==> src/rtl/aiva_pkg.sv <==
// aiva_pkg: opcodes, sequencer states and operand field shared by the Aiva accumulator datapath
package aiva_pkg;
  localparam logic [23:0] OP_NOP = 24'h000000;
  localparam logic [23:0] OP_LDA = 24'h4C4441;
  localparam logic [23:0] OP_INC = 24'h494E43;
  localparam logic [23:0] OP_DEC = 24'h444543;
  localparam logic [23:0] OP_JMP = 24'h4A4D50;
  localparam logic [23:0] OP_JNZ = 24'h4A4E5A;
  localparam logic [23:0] OP_HLT = 24'h484C54;
  localparam int OPND_MSB = 7;
  localparam int OPND_LSB = 0;
  typedef enum logic [2:0] {S_IDLE, S_FETCH, S_DECODE, S_OPER, S_EXEC, S_HALT} state_t;
  function automatic logic known_op(input logic [23:0] w);
    return w inside {OP_NOP, OP_LDA, OP_INC, OP_DEC, OP_JMP, OP_JNZ, OP_HLT};
  endfunction
  function automatic logic has_operand(input logic [23:0] w);
    return w inside {OP_LDA, OP_JMP, OP_JNZ};
  endfunction
endpackage

==> src/rtl/acc_fetch_if.sv <==
// acc_fetch_if: req/valid instruction fetch handshake shared by the FETCH and OPER states
module acc_fetch_if #(
  parameter int PC_W = 8,
  parameter int OP_W = 24
) (
  input  logic            active,
  input  logic [PC_W-1:0] pc,
  output logic            imem_req,
  output logic [PC_W-1:0] imem_addr,
  input  logic            imem_valid,
  input  logic [OP_W-1:0] imem_data,
  output logic            done,
  output logic [OP_W-1:0] word
);
  // pc only moves when a fetch completes, so the address is stable across wait cycles
  assign imem_req  = active;
  assign imem_addr = pc;
  assign done      = active && imem_valid;
  assign word      = imem_data;
endmodule

==> src/rtl/acc_sequencer.sv <==
// acc_sequencer: fetches and decodes instruction words and drives the accumulator one operation at a time
module acc_sequencer
  import aiva_pkg::*;
#(
  parameter int PC_W   = 8,
  parameter int OP_W   = 24,
  parameter int DATA_W = 8
) (
  input  logic              clk,
  input  logic              seq_rst_n,
  input  logic              start,
  output logic              busy,
  output logic              halted,
  output logic              illegal,
  output logic [PC_W-1:0]   pc,
  output logic              imem_req,
  output logic [PC_W-1:0]   imem_addr,
  input  logic              imem_valid,
  input  logic [OP_W-1:0]   imem_data,
  output logic              acc_rst,
  output logic              acc_en,
  output logic              op_rdy,
  output logic [OP_W-1:0]   opcode,
  output logic [DATA_W-1:0] acc_data_in,
  input  logic [DATA_W-1:0] acc_out
);
  state_t state;
  logic [OP_W-1:0] ir;
  logic [OP_W-1:0] fetch_word;
  logic fetch_done;
  logic [PC_W-1:0] pc_inc;
  logic [PC_W-1:0] target;
  logic take_jump;
  acc_fetch_if #(.PC_W(PC_W), .OP_W(OP_W)) u_fetch (
    .active     (state == S_FETCH || state == S_OPER),
    .pc         (pc),
    .imem_req   (imem_req),
    .imem_addr  (imem_addr),
    .imem_valid (imem_valid),
    .imem_data  (imem_data),
    .done       (fetch_done),
    .word       (fetch_word)
  );
  assign busy      = !(state == S_IDLE || state == S_HALT);
  assign halted    = state == S_HALT;
  assign acc_en    = state == S_EXEC;
  assign op_rdy    = state == S_EXEC;
  assign pc_inc    = pc + 1'b1;
  assign target    = PC_W'(fetch_word[OPND_MSB:OPND_LSB]);
  assign take_jump = ir == OP_JMP || (ir == OP_JNZ && acc_out != '0);
  always_ff @(posedge clk or negedge seq_rst_n) begin
    if (!seq_rst_n) begin
      state       <= S_IDLE;
      pc          <= '0;
      ir          <= OP_NOP;
      opcode      <= OP_NOP;
      acc_data_in <= '0;
      acc_rst     <= 1'b0;
      illegal     <= 1'b0;
    end else begin
      acc_rst <= 1'b0;
      illegal <= 1'b0;
      case (state)
        S_IDLE, S_HALT: if (start) begin
          acc_rst <= 1'b1;
          pc      <= '0;
          state   <= S_FETCH;
        end
        S_FETCH: if (fetch_done) begin
          ir      <= fetch_word;
          pc      <= pc_inc;
          illegal <= !known_op(fetch_word);
          state   <= S_DECODE;
        end
        S_DECODE: begin
          if (ir == OP_INC || ir == OP_DEC) opcode <= ir;
          state <= ir == OP_HLT ? S_HALT :
                   (ir == OP_INC || ir == OP_DEC) ? S_EXEC :
                   has_operand(ir) ? S_OPER : S_FETCH;
        end
        S_OPER: if (fetch_done) begin
          pc <= take_jump ? target : pc_inc;
          if (ir == OP_LDA) begin
            acc_data_in <= DATA_W'(fetch_word[OPND_MSB:OPND_LSB]);
            opcode      <= OP_LDA;
          end
          state <= ir == OP_LDA ? S_EXEC : S_FETCH;
        end
        S_EXEC: state <= S_FETCH;
        default: state <= S_IDLE;
      endcase
    end
  end
endmodule
==> config.mk <==
export PLATFORM = sky130hd
export DESIGN_NAME = acc_sequencer
export DESIGN_NICKNAME = d
export VERILOG_FILES = /design/src/rtl/aiva_pkg.sv /design/src/rtl/acc_fetch_if.sv /design/src/rtl/acc_sequencer.sv
export SDC_FILE = /design/constraint.sdc
export NUM_CORES = 1
export LEC_CHECK = 0
export CORE_ASPECT_RATIO = 2
export CORE_MARGIN = 2
export CORE_UTILIZATION = 49
export CTS_CLUSTER_SIZE = 24
export DETAILED_ROUTE_END_ITERATION = 16
export GPL_TIMING_DRIVEN = 0
export HOLD_SLACK_MARGIN = 0.05
export PLACE_DENSITY = 0.8
export RECOVER_POWER = 50
export SLEW_MARGIN = 25
export SYNTH_ARGS = -nofsm -noshare
export SYNTH_HDL_FRONTEND = slang
export SYNTH_HIERARCHICAL = 1
export SYNTH_SLANG_ARGS = --single-unit
==> constraint.sdc <==
create_clock -name clk -period 2.4 [get_ports clk]
set_input_delay 0.72 -clock clk [delete_from_list [all_inputs] [get_ports clk]]
set_output_delay 0.72 -clock clk [all_outputs]
set_load 0.03 [all_outputs]
Word-level counts from Yosys, hierarchy flattened
Index checks and enable logic that the tools add are counted.
{ "totals": {"out_inout_bits": 55, "in_bits": 36, "register_bits": 69, "word_cells": 72} }
{ "classes": {"eq_ne": 22, "n_reduce_logical": 21, "addsub": 1, "n_mux": 21} }
{ "op_table": {"columns": ["op", "count"], "rows": [
  ["$eq A24 B23 Y1 const B", 12],
  ["$mux W24", 3],
  ["$pmux W24 S2", 1],
  ["$mux W8", 4],
  ["$logic_not A24 Y1", 1],
  ["$pmux W8 S3", 1],
  ["$mux W3", 6],
  ["$pmux W3 S5", 1],
  ["$add A8 B1 Y8 const B", 1],
  ["$ne A2 B2 Y1 const B", 4],
  ["$reduce_and A4 Y1", 2],
  ["$reduce_bool A8 Y1", 1],
  ["$reduce_bool A7 Y1", 1],
  ["$eq A3 B2 Y1 const B", 2],
  ["$eq A3 B3 Y1 const B", 2],
  ["$reduce_and A3 Y1", 2],
  ["$reduce_bool A3 Y1", 2],
  ["$logic_or A1 B1 Y1", 4],
  ["$mux W1", 4],
  ["$eq A3 B1 Y1 const B", 1],
  ["$logic_not A3 Y1", 1],
  ["$logic_and A1 B1 Y1", 2],
  ["$logic_not A1 Y1", 2],
  ["$mux W2", 1],
  ["4 further kinds", 4]
]} }

Longest topological paths before layout
{ "depth": {"depth_word": 6, "depth_mapped": 9, "depth_no_buf": 8} }

Cells and area by module
Netlist, hierarchy kept.
{ "modules_own_cells": {"columns": ["module", "instances", "cells_per_inst", "seq_area_each_um2", "area_per_inst_um2"], "rows": [
  ["acc_sequencer", 1, 290, 1726.7, 3369.5],
  ["acc_fetch_if", 1, 34, 0.0, 254.0]
]} }

Worst setup path before layout
OpenSTA, ideal clock, no wires.
{ "synth_path": {"kind": "register to register", "from": "register state[2]", "to": "register ir[0]", "path_buffers": 3, "synth_period_minus_slack_ps": 2108, "t_arrival_ps": 1983, "required_ps": 2275, "setup_ps": 125, "setup_slack_ps": 292, "path_stages_with_launch": 9, "path_cell_list": "dfrtp_1 > clkbuf_1 > nor2b_1 > and2_1 > nand2_1 > nor2_1 > buf_2 > buf_4 > mux2_2"} }
{ "synth_between": {"elab_chain_cells": 4, "elab_cells_between_ends": 5, "cone_classes": "2 x eq/ne; 3 x reduce/logical"} }
{ "synth_rtl": {"columns": ["item", "line_no", "text"], "rows": [
  ["from (decl)", "acc_sequencer.sv:27", "state_t state;"],
  ["from (signal assigned)", "acc_sequencer.sv:77", "state <= ir == OP_HLT ? S_HALT :"],
  ["from (signal assigned)", "acc_sequencer.sv:87", "state <= ir == OP_LDA ? S_EXEC : S_FETCH;"],
  ["$eq A3 B1 Y1 or $eq A3 B2 Y1 (tied branches)", "acc_sequencer.sv:35", ".active (state == S_FETCH || state == S_OPER),"],
  ["$logic_or A1 B1 Y1 (*)", "acc_sequencer.sv:35", null],
  ["$logic_and A1 B1 Y1 (*)", "acc_fetch_if.sv:18", "assign done = active && imem_valid;"],
  ["named net fetch_done", "acc_sequencer.sv:30", "logic fetch_done;"],
  ["$reduce_and A2 Y1 (no source line) (*)", null, null],
  ["to (signal assigned)", "acc_sequencer.sv:70", "ir <= fetch_word;"],
  ["to (decl)", "acc_sequencer.sv:28", "logic [OP_W-1:0] ir;"]
]} }
Mark *: on every way through the listed nets, which the timed path passes. The rest lies on a longest branch.
A chain may end at the register's enable or synchronous reset.

Final worst setup path
{ "layout_path": {"from": "register pc[5]", "to": "output imem_addr[5]"} }
{ "layout_rtl": {"columns": ["item", "line_no", "text"], "rows": [
  ["from (decl)", "acc_sequencer.sv:15", "output logic [PC_W-1:0] pc,"],
  ["from (signal assigned)", "acc_sequencer.sv:71", "pc <= pc_inc;"],
  ["from (signal assigned)", "acc_sequencer.sv:82", "pc <= take_jump ? target : pc_inc;"],
  ["to (decl)", "acc_sequencer.sv:17", "output logic [PC_W-1:0] imem_addr,"]
]} }
No word-level cell between the ends.

==> results.sh <==
export IMPL_max_stage_delay_ns=0.66
export IMPL_p_int_mw=2.80
export IMPL_yosys_warnings=6
export IMPL_rsz0062_at_grt="false"
export IMPL_synth_edf_count=0
export IMPL_grt_pass1_vias=2844
export IMPL_grt_max_degree=37
export IMPL_nNetsFinal=438
export IMPL_antenna_left=0
export IMPL_drc=0
export IMPL_slew_headroom_pct=42.2
export IMPL_comb_power_share_pct=30.1
export IMPL_core_rowCount=44
export IMPL_finalCoreUtilization_pct=65.1
export IMPL_gp_congestion=0.897
export IMPL_numCtsBuffers=9
export IMPL_yosys_area_top_type="dfrtp_1"
export IMPL_switchingPower_mw=1.32
export IMPL_fp_coreArea_um2=7210
export IMPL_p_leak_nw=2.19
export IMPL_swShare_pct=32.0
export IMPL_worstMarginPinSlew_ns=0.867
export IMPL_ys_flop_type="dfrtp_1"
export IMPL_antenna_found_initial=0
export IMPL_port_buffer_count=66
export IMPL_hold_path_class="input pin to asynchronous set/reset pin"
export IMPL_path_cells="buf_4 -> clkdlybuf4s50_1"
export IMPL_cts_setup_buffers=0
export IMPL_design_power_total_mw=4.12
export IMPL_p_per_area_nw_per_um2=876
export IMPL_fmax_ghz=0.433
export IMPL_io_pins=91
export IMPL_via_per_inst=5.48
export IMPL_die_h_um=126
export IMPL_gr_usage_all_layers_pct=22.5
export IMPL_ys_ff_latch=69
export IMPL_timing_max_transition_violations_final=0
export IMPL_hold_ws_ns=0.467
export IMPL_clkLatencyLatePin_ns=0.33
export IMPL_holdBufCountCts=0
export IMPL_vias=2726
export IMPL_firstDrtPassIters=4
export IMPL_synth_area_um2=3620
export IMPL_grt_pass1_wl_um=14000
export IMPL_yosysTopAreaCellShare_pct=47.7
export IMPL_crit_path_end_kind="primary output"
export IMPL_place_hpwl_um=6530
export IMPL_clock_power_share_pct=29.5
export IMPL_final_fill_count=579
export IMPL_synth_fp_nets=361
export IMPL_slowest_stage="clkdlybuf4s50_1"
export IMPL_postSynthCellCount=324
export IMPL_setup_violations=0
export IMPL_finClkSkew_ns=0.00522
export IMPL_fp_dieArea_um2=8140
export IMPL_critPathLaunchType="register"
export IMPL_clk_path_buf_depth=2
export IMPL_gr_total_overflow=0
export IMPL_clock_sinks=69
export IMPL_cts_tree="built"
export IMPL_min_period_ns=2.31
export IMPL_period_share_pct=96.3
export IMPL_wl_per_cell_um=17.0
export IMPL_cts_root_buffer="clkbuf_16"
export IMPL_synth_cell_type_count=63
export IMPL_fp_dieW_um=64.8
export IMPL_crit_required_ns=1.68
export IMPL_drv_cap=0
export IMPL_antenna_cells=0
export IMPL_avgSynthCellArea_um2=11.2
export IMPL_status="finished clean"
export IMPL_synth_area_leaders="dfrtp_1, mux2_2, buf_4"
export IMPL_crit_fanout=7
export IMPL_async_flop_share_pct=100
export IMPL_peakVddDrop_mv=0.510
export IMPL_cts_max_level=3
export IMPL_layout_drive_gt1_share_pct=28.9
export IMPL_final_hold_viol_count=0
export IMPL_wl_um=8440
export IMPL_seq_power_share_pct=40.4
export IMPL_start_util_pct=50.2
export IMPL_arrival_ns=1.59
export IMPL_synth_seq_area_share_pct=47.7
export IMPL_syn2layout_area_growth_pct=29.6
export IMPL_drtIter0Drc=149
export IMPL_crit_type="register to primary output"
export IMPL_cts_clk_slew_worst_paths_ns=0.05
==> sequential cells by signal (all words and copies together), names as in the netlist <==
name         cells
pc               8
acc_data_in      8
opcode          24
illegal          1
acc_rst          1
ir              24
state            3
==> layout make-up <==
type                    count  area, µm²  area share, %
clock inverters             1       5.00          0.107
inverters                   6       22.5          0.479
multi-input cells         207       1600           34.0
plain buffers              41        304           6.47
well taps                  92        115           2.45
flip-flops and latches     69       1730           36.8
repair buffers             67        652           13.9
clock buffers              14        274           5.83
==> path summary, 6_finish.rpt <==
| path | startpoint | endpoint | slack (ns) | cells after the start |
|---|---|---|---|---|
| max | pc[5]$_DFFE_PN0P_ | imem_addr[5] | 0.09 | 2 |
| min | seq_rst_n | acc_data_in[4]$_DFFE_PN0P_ | 0.47 | 1 |
| max reg2reg | ir[18]$_DFFE_PN0P_ | pc[1]$_DFFE_PN0P_ | 0.15 | 6 |
| min reg2reg | opcode[6]$_DFFE_PN0P_ | opcode[6]$_DFFE_PN0P_ | 0.47 | 1 |
| max in group asynchronous | seq_rst_n | opcode[14]$_DFFE_PN0P_ | 0.58 | 2 |
| min in group clk | opcode[6]$_DFFE_PN0P_ | opcode[6]$_DFFE_PN0P_ | 0.47 | 1 |
==> kinds of logic (layout without fill, tap and decap cells) <==
kind of cell / Yosys count / in the layout / synth area share [%]
buffers and inverters: 48 / 129 / 9.05
AO/OA/AOI/OAI: 47 / 47 / 9.43
multiplexers: 35 / 35 / 10.8
adder cells (fa/ha/maj): 1 / 1 / 0.345
XOR/XNOR: 6 / 6 / 1.45
flip-flops: 69 / 69 / 47.7
AND/OR/NAND/NOR: 118 / 118 / 21.3
==> what timing repair did <==
item,in CTS,in global routing
pin swaps,0,0
gates resized for setup,8,8
setup endpoints to repair,21,10
cloned,0,0
==> synthesized netlist by cell type, types with 2 or more instances <==
library cell and n:
nor3b_1 2, buf_4 36, dfrtp_1 69, nor2_1 12, inv_1 6, nand4_1 3
nor2b_1 2, and3_1 5, and4b_1 3, a211oi_1 2, nor4b_1 3, or4b_4 2
or2_2 6, nand3b_1 4, nand2_1 22, nand3_1 6, nand4b_1 2, o21ai_1 2
nand2b_1 5, and4_1 2, nor3_1 3, a22oi_1 3, a21oi_1 7, mux2_2 32
xnor2_1 5, and2_1 15, o21ai_0 14, buf_2 4, mux2i_1 3, o21a_1 3
nor4_1 9
==> worst max-delay path, delay by kind of cell (launching register included) <==
family	cells	cell delay, ns
buffers and inverters	2	0.81
flip-flops	1	0.46
==> through the flow <==
stage | instances | instance area (µm²) | setup WS, ns | setup TNS (ns)
floorplan | 324 | 3620 | 0.292 | 0
global placement | 482 | 4400 | -1.58 | -113.68
detailed placement | 483 | 4420 | -0.313 | -5.18
CTS | 497 | 4690 | 0.00996 | 0
global route | 497 | 4700 | 0.000929 | 0
finish | 497 | 4700 | 0.0897 | 0
==> power groups by stage <==
stage                     registers, mW  clock network (mW)  logic (mW)
final                              1.66                1.21        1.24
after global routing               1.71                1.29        1.34
after CTS                          1.66                1.23        1.25
after detailed placement           1.68                   0        1.23
after global placement             1.66                   0        1.20
after floorplan                    1.66                   0       0.864
==> per-layer routing <==
metal	GRT usage, %	up-vias	share of wire, %
met2	41.7	75	59
met3	4.64	15	4.0
met5	0	-	0
li1	-	1290	-
met4	9.89	0	2.2
met1	23.6	1346	35
==> layout by cell type (no fill, tap or decap), types with 7 or more instances in the layout <==
cell	netlist	final
dfrtp_1	69	69
mux2_2	32	32
dlygate4sd3_1	0	18
buf_4	36	38
a21oi_1	7	7
o21ai_0	14	14
nor4_1	9	7
clkbuf_16	0	9
nand2_1	22	22
and2_1	15	10
nor2_1	12	12
clkdlybuf4s50_1	0	42
Power figures use the tool's default switching activity.
